<file path="src/rtl/id_ex_stage.sv">
`default_nettype none
// ============================================================================
//  Module      : id_ex_stage
//  Description : ID/EX pipeline register for the 5-stage MIPS core with
//                built-in load-use hazard detection and bubble insertion.
//  Revision    : 1.0  initial release
// ============================================================================
module id_ex_stage #(
  parameter int LOAD_DELAY = 1,   // bubbles per load-use hazard, 1..7
  parameter int DATA_W     = 32
) (
  input  logic              clk_i,
  input  logic              rst_i,           // asynchronous, active-low
  input  logic              mem_stall_i,
  input  logic              flush_i,
  input  logic              IF_ID_valid_i,
  input  logic [4:0]        IF_ID_RS_i,
  input  logic [4:0]        IF_ID_RT_i,
  input  logic [4:0]        IF_ID_RD_i,
  input  logic              IF_ID_uses_rt_i,
  input  logic [DATA_W-1:0] rs_data_i,
  input  logic [DATA_W-1:0] rt_data_i,
  input  logic [DATA_W-1:0] imm_i,
  input  logic [7:0]        ctrl_i,
  output logic              ID_EX_valid_o,
  output logic [4:0]        ID_EX_RS_o,
  output logic [4:0]        ID_EX_RT_o,
  output logic [4:0]        ID_EX_RD_o,
  output logic [DATA_W-1:0] ID_EX_rs_data_o,
  output logic [DATA_W-1:0] ID_EX_rt_data_o,
  output logic [DATA_W-1:0] ID_EX_imm_o,
  output logic [7:0]        ID_EX_ctrl_o,
  output logic              ID_EX_regwrite_o,
  output logic              stall_o
);

  // Counter value loaded when a new hazard is first seen; the hazard cycle
  // itself is the first bubble, so only LOAD_DELAY-1 more remain.
  localparam logic [2:0] c_RELOAD_CNT = 3'(LOAD_DELAY - 1);

  logic              valid_q,   valid_d;
  logic [4:0]        rs_q,      rs_d;
  logic [4:0]        rt_q,      rt_d;
  logic [4:0]        rd_q,      rd_d;
  logic [DATA_W-1:0] rs_data_q, rs_data_d;
  logic [DATA_W-1:0] rt_data_q, rt_data_d;
  logic [DATA_W-1:0] imm_q,     imm_d;
  logic [7:0]        ctrl_q,    ctrl_d;
  logic [2:0]        cnt_q,     cnt_d;

  logic w_hazard;
  logic w_cnt_busy;
  logic w_load_bubble;

  // Load-use detection: a valid load in EX whose non-zero destination is read by ID
  always_comb begin
    w_hazard = valid_q && ctrl_q[5] && IF_ID_valid_i && (rt_q != 5'd0) &&
               ((rt_q == IF_ID_RS_i) || (IF_ID_uses_rt_i && (rt_q == IF_ID_RT_i)));
  end

  assign w_cnt_busy = (cnt_q != 3'd0);

  // Stall is combinational so PC and IF/ID freeze in the very cycle the hazard appears
  assign stall_o = (w_hazard && !w_cnt_busy) || w_cnt_busy;

  // Next-state selection: freeze, flush, drain pending bubbles, new hazard, or capture
  always_comb begin
    valid_d       = valid_q;
    rs_d          = rs_q;
    rt_d          = rt_q;
    rd_d          = rd_q;
    rs_data_d     = rs_data_q;
    rt_data_d     = rt_data_q;
    imm_d         = imm_q;
    ctrl_d        = ctrl_q;
    cnt_d         = cnt_q;
    w_load_bubble = 1'b0;

    if (!mem_stall_i) begin
      if (flush_i) begin
        w_load_bubble = 1'b1;
        cnt_d         = 3'd0;
      end else if (w_cnt_busy) begin
        w_load_bubble = 1'b1;
        cnt_d         = cnt_q - 3'd1;
      end else if (w_hazard) begin
        w_load_bubble = 1'b1;
        cnt_d         = c_RELOAD_CNT;
      end else begin
        valid_d   = IF_ID_valid_i;
        rs_d      = IF_ID_RS_i;
        rt_d      = IF_ID_RT_i;
        rd_d      = IF_ID_RD_i;
        rs_data_d = rs_data_i;
        rt_data_d = rt_data_i;
        imm_d     = imm_i;
        // An empty ID slot must not carry live control into later stages
        ctrl_d    = IF_ID_valid_i ? ctrl_i : 8'd0;
      end
    end

    // Bubbles clear indices too so the forwarding unit can never match them
    if (w_load_bubble) begin
      valid_d   = 1'b0;
      rs_d      = 5'd0;
      rt_d      = 5'd0;
      rd_d      = 5'd0;
      rs_data_d = '0;
      rt_data_d = '0;
      imm_d     = '0;
      ctrl_d    = 8'd0;
    end
  end

  // Pipeline register and bubble counter, cleared asynchronously
  always_ff @(posedge clk_i or negedge rst_i) begin
    if (!rst_i) begin
      valid_q   <= 1'b0;
      rs_q      <= 5'd0;
      rt_q      <= 5'd0;
      rd_q      <= 5'd0;
      rs_data_q <= '0;
      rt_data_q <= '0;
      imm_q     <= '0;
      ctrl_q    <= 8'd0;
      cnt_q     <= 3'd0;
    end else begin
      valid_q   <= valid_d;
      rs_q      <= rs_d;
      rt_q      <= rt_d;
      rd_q      <= rd_d;
      rs_data_q <= rs_data_d;
      rt_data_q <= rt_data_d;
      imm_q     <= imm_d;
      ctrl_q    <= ctrl_d;
      cnt_q     <= cnt_d;
    end
  end

  assign ID_EX_valid_o    = valid_q;
  assign ID_EX_RS_o       = rs_q;
  assign ID_EX_RT_o       = rt_q;
  assign ID_EX_RD_o       = rd_q;
  assign ID_EX_rs_data_o  = rs_data_q;
  assign ID_EX_rt_data_o  = rt_data_q;
  assign ID_EX_imm_o      = imm_q;
  assign ID_EX_ctrl_o     = ctrl_q;
  assign ID_EX_regwrite_o = ctrl_q[7];

endmodule
`default_nettype wire
</file>
<file path="config.mk">
export PLATFORM = sky130hd
export DESIGN_NAME = id_ex_stage
export DESIGN_NICKNAME = d
export VERILOG_FILES = /design/src/rtl/id_ex_stage.sv
export SDC_FILE = /design/constraint.sdc
export NUM_CORES = 1
export LEC_CHECK = 0
export CELL_PAD_IN_SITES_DETAIL_PLACEMENT = 1
export CELL_PAD_IN_SITES_GLOBAL_PLACEMENT = 1
export CORE_ASPECT_RATIO = 1.4
export CORE_MARGIN = 3
export CORE_UTILIZATION = 30
export DETAILED_ROUTE_END_ITERATION = 16
export GPL_TIMING_DRIVEN = 0
export PLACE_DENSITY_LB_ADDON = 0.1
export SLEW_MARGIN = 0
export SYNTH_ARGS = -nofsm -noshare
export SYNTH_HDL_FRONTEND = slang
export SYNTH_SLANG_ARGS = --single-unit
</file>
<file path="constraint.sdc">
create_clock -name clk_i -period 2.2 [get_ports clk_i]
set_input_delay 0.44 -clock clk_i [delete_from_list [all_inputs] [get_ports clk_i]]
set_output_delay 0.44 -clock clk_i [all_outputs]
set_load 0.02 [all_outputs]
</file>
* Word level (Yosys, flattened, before mapping)
Index checks and enable logic that the tools add are counted.
Widths: inputs -> output; s select.
** Cells by class
- Add/subtract/negate cells :: 1
- Equal/unequal tests :: 6
- Multiplexer cells :: 48
- Bitwise logic cells :: 1
- Reductions and logical operators :: 14
** Operators by type and width (number)
- $mux 32 :: 15
- $mux 5 :: 15
- $mux 8 :: 6
- $eq 5x5->1 :: 2
- $mux 1 :: 9
- $mux 3 :: 3
- $ne 2x1->1 const B :: 4
- $logic_and 1x1->1 :: 6
- $reduce_bool 3->1 :: 2
- $reduce_bool 5->1 :: 1
- $reduce_and 4->1 :: 1
- $sub 3x1->3 const B :: 1
- $logic_or 1x1->1 :: 2
- $reduce_and 2->1 :: 1
- $logic_not 1->1 :: 1
- $not 1->1 :: 1
** Storage, ports and cells
- Register bits :: 123
- Input port bits :: 125
- Output and inout bits :: 122
- Logic and storage cells :: 79

* Depth between registers and ports, before layout
- Depth after elaboration :: 10
- Mapped depth :: 7
- Mapped depth without buffers :: 6

* Worst setup path after synthesis
Ideal clock, no wire load.
- Path type :: reg2reg
- From :: reg rt_q[4] (netlist: ID_EX_RT_o[4])
- To :: reg rd_q[0] (netlist: ID_EX_RD_o[0])
- Library setup time :: 0.121 ns
- Data arrival time :: 1.561 ns
- Data required time :: 2.079 ns
- Path slack :: 0.518 ns
- Stages on the path, launching flop included :: 8
- Buffers on the path :: 2
- Clock period less this slack :: 1.682 ns
- Cells stage by stage :: dfrtp_1 > xnor2_1 > nand3_1 > o22ai_2 > a211oi_2 > buf_4 > buf_4 > a22o_1
** On the way
- Cells in the longest elaborated chain, start to end :: 10
- Elaborated cells between the ends (all ways) :: 17
- Classes of those cells :: 6 x eq/ne; 5 x mux; 6 x reduce/logical
** Ends and longest elaborated chain
- start: declaration :: RTL line 43 : logic [4:0] rt_q, rt_d;
- start signal: assignment :: RTL line 130 : rt_q <= rt_d;
- $eq 5x5->1 :: RTL line 58 : ((rt_q == IF_ID_RS_i) || (IF_ID_uses_rt_i && (rt_q == IF_ID_RT_i)));
- $logic_and 1x1->1 :: RTL line 58
- $logic_or 1x1->1 :: RTL line 58
- $logic_and 1x1->1 (*) :: RTL line 57 : w_hazard = valid_q && ctrl_q[5] && IF_ID_valid_i && (rt_q != 5'd0) &&
- $mux 1 :: RTL line 86 : end else if (w_hazard) begin
- $mux 1 :: RTL line 83 : end else if (w_cnt_busy) begin
- $mux 1 :: RTL line 80 : if (flush_i) begin
- $mux 1 :: RTL line 79 : if (!mem_stall_i) begin
- $ne 2x1->1 (no source line)
- $reduce_and 4->1 (no source line)
- end signal: assignment :: RTL line 131 : rd_q <= rd_d;
- end: declaration :: RTL line 44 : logic [4:0] rd_q, rd_d;
Mark *: on every way between the ends. The rest lies on a longest branch, timed or not.
A chain may end at the register's enable or synchronous reset.

* Final worst setup path
- From :: in IF_ID_RS_i[2]
- To :: out stall_o
** On the way
- Cells in the longest elaborated chain, start to end :: 5
** Ends and longest elaborated chain
- start: declaration :: RTL line 17 : input logic [4:0] IF_ID_RS_i,
- $eq 5x5->1 :: RTL line 58
- $logic_or 1x1->1 :: RTL line 58
- $logic_and 1x1->1 :: RTL line 57
- $logic_and 1x1->1 :: RTL line 64 : assign stall_o = (w_hazard && !w_cnt_busy) || w_cnt_busy;
- $logic_or 1x1->1 :: RTL line 64
- end: declaration :: RTL line 34 : output logic stall_o
Every way passes these cells.

==> reports/results.txt <==
Measured along the y axis, the die boundary spans 151.7 um. The largest area contributor in the netlist was sky130_fd_sc_hd__dfrtp_1. Worst hold path class: in -> async.

The clock tree synthesis step divided the H-tree into 4 levels. The final max-slew violation count was 0. For the worst-skew pair, the clock arrives at the later sink with an insertion delay of 410 ps. The post-route clock period utilization is 0.9633.

The logs give 1 for the number of antenna violations at the first check in global routing and 1760 ps for the data required time at the worst endpoint. The ratio of routed vias to standard cells is 4.873, and the wire length per cell after detailed routing is 19.60 um. The tools report the core box area as 14640 sq um. The worst setup path is launched from an input pin.

From synthesis to final layout, the design area changed by 73.26%. The number of DRC violations after detailed routing is 0. The worst setup path is of the in -> out kind. For this design the static power due to leakage is 0.003486 uW. The tools report the post-synthesis instance area as 4548 sq um. Buffers placed on the I/O ports in this run total 245. The count of antenna-violating nets left after detailed routing is 0. Entering global routing, the biggest net connects 65 pins. The half-perimeter wire length after detailed placement came out at 11310 um.

The ratio of total power to cell area works out to 907.5 nW/um^2. The wire length reported by the detailed router is 15250 um. The total inserted antenna cells was 0; the number of search-and-repair iterations in the first detailed-routing pass was 4. Across the VDD grid, the largest voltage drop is 0.3741 mV. For the via count of the first global-routing pass, the log shows 4220.

Power comes to 7151 uW. The fraction of synthesized cell area taken by the top area cell type is 0.6768. The fraction of registers with async set/reset came out at 1.000.

The logs give 17 for the number of buffers created by CTS and 0 for the total setup violations reported at the end of the flow. Worst setup skew after layout: 10.68 ps. Counting every instance in the synthesized netlist gives 310.

The first global-routing pass estimated 23430 um of wire. Routability-driven placement finished with a final weighted congestion of 0.7014. The area of the die was 16690 sq um. Ranked by instance count, the synthesized netlist is headed by 123 x sky130_fd_sc_hd__dfrtp_1, 119 x sky130_fd_sc_hd__a22o_1, 14 x sky130_fd_sc_hd__clkbuf_1, 11 x sky130_fd_sc_hd__buf_4, 10 x sky130_fd_sc_hd__xnor2_1. For the worst setup path, the data arrival time is 1680 ps. The via count is 3791, and the relative slew slack is 0.5772.

The run finished with clean final reports. STA classifies the critical path endpoint as a primary output. The tools report the placement-stage worst setup slack as -499.8 ps. sky130_fd_sc_hd__dfrtp_1 is the most common cell in the netlist. The layout cell share with drive strength beyond 1 is 0.08659, and the global-route usage over all layers is 0.1850. The tools report the starting utilization of the core area as 0.3107. Clock-pin slew was measured on the worst setup and hold paths at 60 ps. TritonCTS sink count: 123. Setup repair after global routing left no endpoint under its margin. TritonCTS built the clock tree. The run gives 2 as the worst-case clock buffer depth. Sorting the synthesized cells by area gives the leading types as sky130_fd_sc_hd__dfrtp_1 68%, sky130_fd_sc_hd__a22o_1 23%, sky130_fd_sc_hd__xnor2_1 1.9%, sky130_fd_sc_hd__buf_4 1.8%, sky130_fd_sc_hd__clkbuf_1 1.2%. After synthesis, the netlist uses 24 different library cells. For this block, the initial DRC count from the detailed router was 136. Max-cap violations in this run came to 0. After global routing the overflow that remains totals 0. The net count of the mapped netlist came out at 437.

The logs give 0 for the hold violation count in the final report and 0.6768 for the sequential cell area fraction in the yosys report. The peak fanout along the critical path came out at 2. The synthesized design contains 0 enable-type register cells.

The tools report the total of warnings raised by yosys as 0. The prevailing post-synth register cell is sky130_fd_sc_hd__dfrtp_1. The run gives 52 as the row count.

The actual transition at the worst max-transition pin was 634.3 ps. 247 I/O pins were placed. At the end of the flow, the number of nets in the layout was 703. Derived from the worst setup path, the maximum achievable clock frequency is 471.8 MHz.

Number of synthesized register bits: 123. The horizontal die dimension came out at 110.1 um. CTS placed an instance of sky130_fd_sc_hd__clkbuf_16 at the clock tree root. The final worst-path setup slack was 80.64 ps; the final period demand of the worst path was 2119 ps.

A synthesized cell averages 14.67 sq um.
[flip-flops by register name, summed over array words and instances (netlist names)]
signal           cells
ID_EX_RS_o           5
ID_EX_imm_o         32
ID_EX_RD_o           5
cnt_q                3
ID_EX_rt_data_o     32
ID_EX_RT_o           5
ID_EX_rs_data_o     32
ID_EX_valid_o        1
ID_EX_ctrl_o         8
[per-stage QoR]
stage          std cells  TNS, ps  hold WS, ps  area, sq um    util
6_report             778        0        4.311         7880  0.5383
5_1_grt              778        0        40.21         7880  0.5383
4_1_cts              778        0        27.95         7878  0.5381
3_5_place_dp         745   -15790        464.8         7266  0.4963
3_3_place_gp         744  -529150        475.0         7237  0.4944
2_1_floorplan        310        0        144.4         4548       -
[per-layer routing]
metal | vias up | GRT usage | routed length, um
met5 | - | 0 | 13
met4 | 2 | 0.06675 | 259
met3 | 17 | 0.06952 | 1350
met2 | 157 | 0.3144 | 7731
met1 | 1898 | 0.2106 | 5890
li1 | 1717 | - | -
[area by class of cell]
| cell class | count | area (sq um) |
|---|---|---|
| Clock buffer | 19 | 442.9 |
| Fill cell | 1488 | 6759 |
| Timing Repair Buffer | 247 | 2485 |
| Multi-Input combinational cell | 157 | 1313 |
| Inverter | 2 | 7.507 |
| Sequential cell | 123 | 3078 |
| Buffer | 28 | 150.1 |
| Tap cell | 189 | 236.5 |
| Clock inverter | 13 | 167.7 |
[where the power goes]
part           internal (uW)  switching [uW]
Combinational            861             747
Sequential              2510             157
Clock                   1820            1050
[cells by family after synthesis]
logic type	count (synthesis)	synth area share
AO/OA/AOI/OAI	130	0.2473
XOR/XNOR	10	0.01926
adder cells (fa/ha/maj)	2	0.005501
buffers and inverters	30	0.03466
flip-flops	123	0.6768
AND/OR/NAND/NOR	15	0.01651
[layout by cell type (no fill, tap or decap), types with 3 or more instances in the layout]
cell,n
sky130_fd_sc_hd__a22o_1,119
sky130_fd_sc_hd__bufinv_16,3
sky130_fd_sc_hd__nand2_1,4
sky130_fd_sc_hd__clkbuf_16,17
sky130_fd_sc_hd__o21ai_0,3
sky130_fd_sc_hd__buf_2,3
sky130_fd_sc_hd__xnor2_1,10
sky130_fd_sc_hd__dfrtp_1,123
sky130_fd_sc_hd__clkbuf_1,15
sky130_fd_sc_hd__buf_4,13
sky130_fd_sc_hd__clkinv_4,4
sky130_fd_sc_hd__clkdlybuf4s50_1,242
[path summary, 6_finish.rpt]
| check | cells past startpoint | to | startpoint | slack, ps |
|---|---|---|---|---|
| max in group asynchronous | 2 | ID_EX_imm_o[2] | rst_i | 1470 |
| worst min register to register | 1 | ID_EX_imm_o[9] | ID_EX_imm_o[9] | 510 |
| worst min-delay path | 1 | ID_EX_rt_data_o[26] | rst_i | 4 |
| min in group clk_i | 2 | ID_EX_RS_o[4] | IF_ID_RS_i[4] | 470 |
| worst max register to register | 8 | ID_EX_rs_data_o[24] | ID_EX_RT_o[0] | 210 |
| worst max-delay path | 7 | stall_o | IF_ID_RS_i[2] | 80 |
[repair_timing]
action,CTS,global route
hold buffers,0,0
cloned,0,0
gates resized for setup,5,1
pin swaps,1,1
endpoints found under the setup margin,1,1
buffers inserted,1,0
[worst max-delay path, stage by stage]
cell and delay, ps:
sky130_fd_sc_hd__clkdlybuf4s50_1 530, sky130_fd_sc_hd__xnor2_1 130, sky130_fd_sc_hd__nand2_1 80, sky130_fd_sc_hd__o22ai_2 180, sky130_fd_sc_hd__nand2_1 70, sky130_fd_sc_hd__nand2_1 100, sky130_fd_sc_hd__buf_4 150
Power figures use the tool's default switching activity.
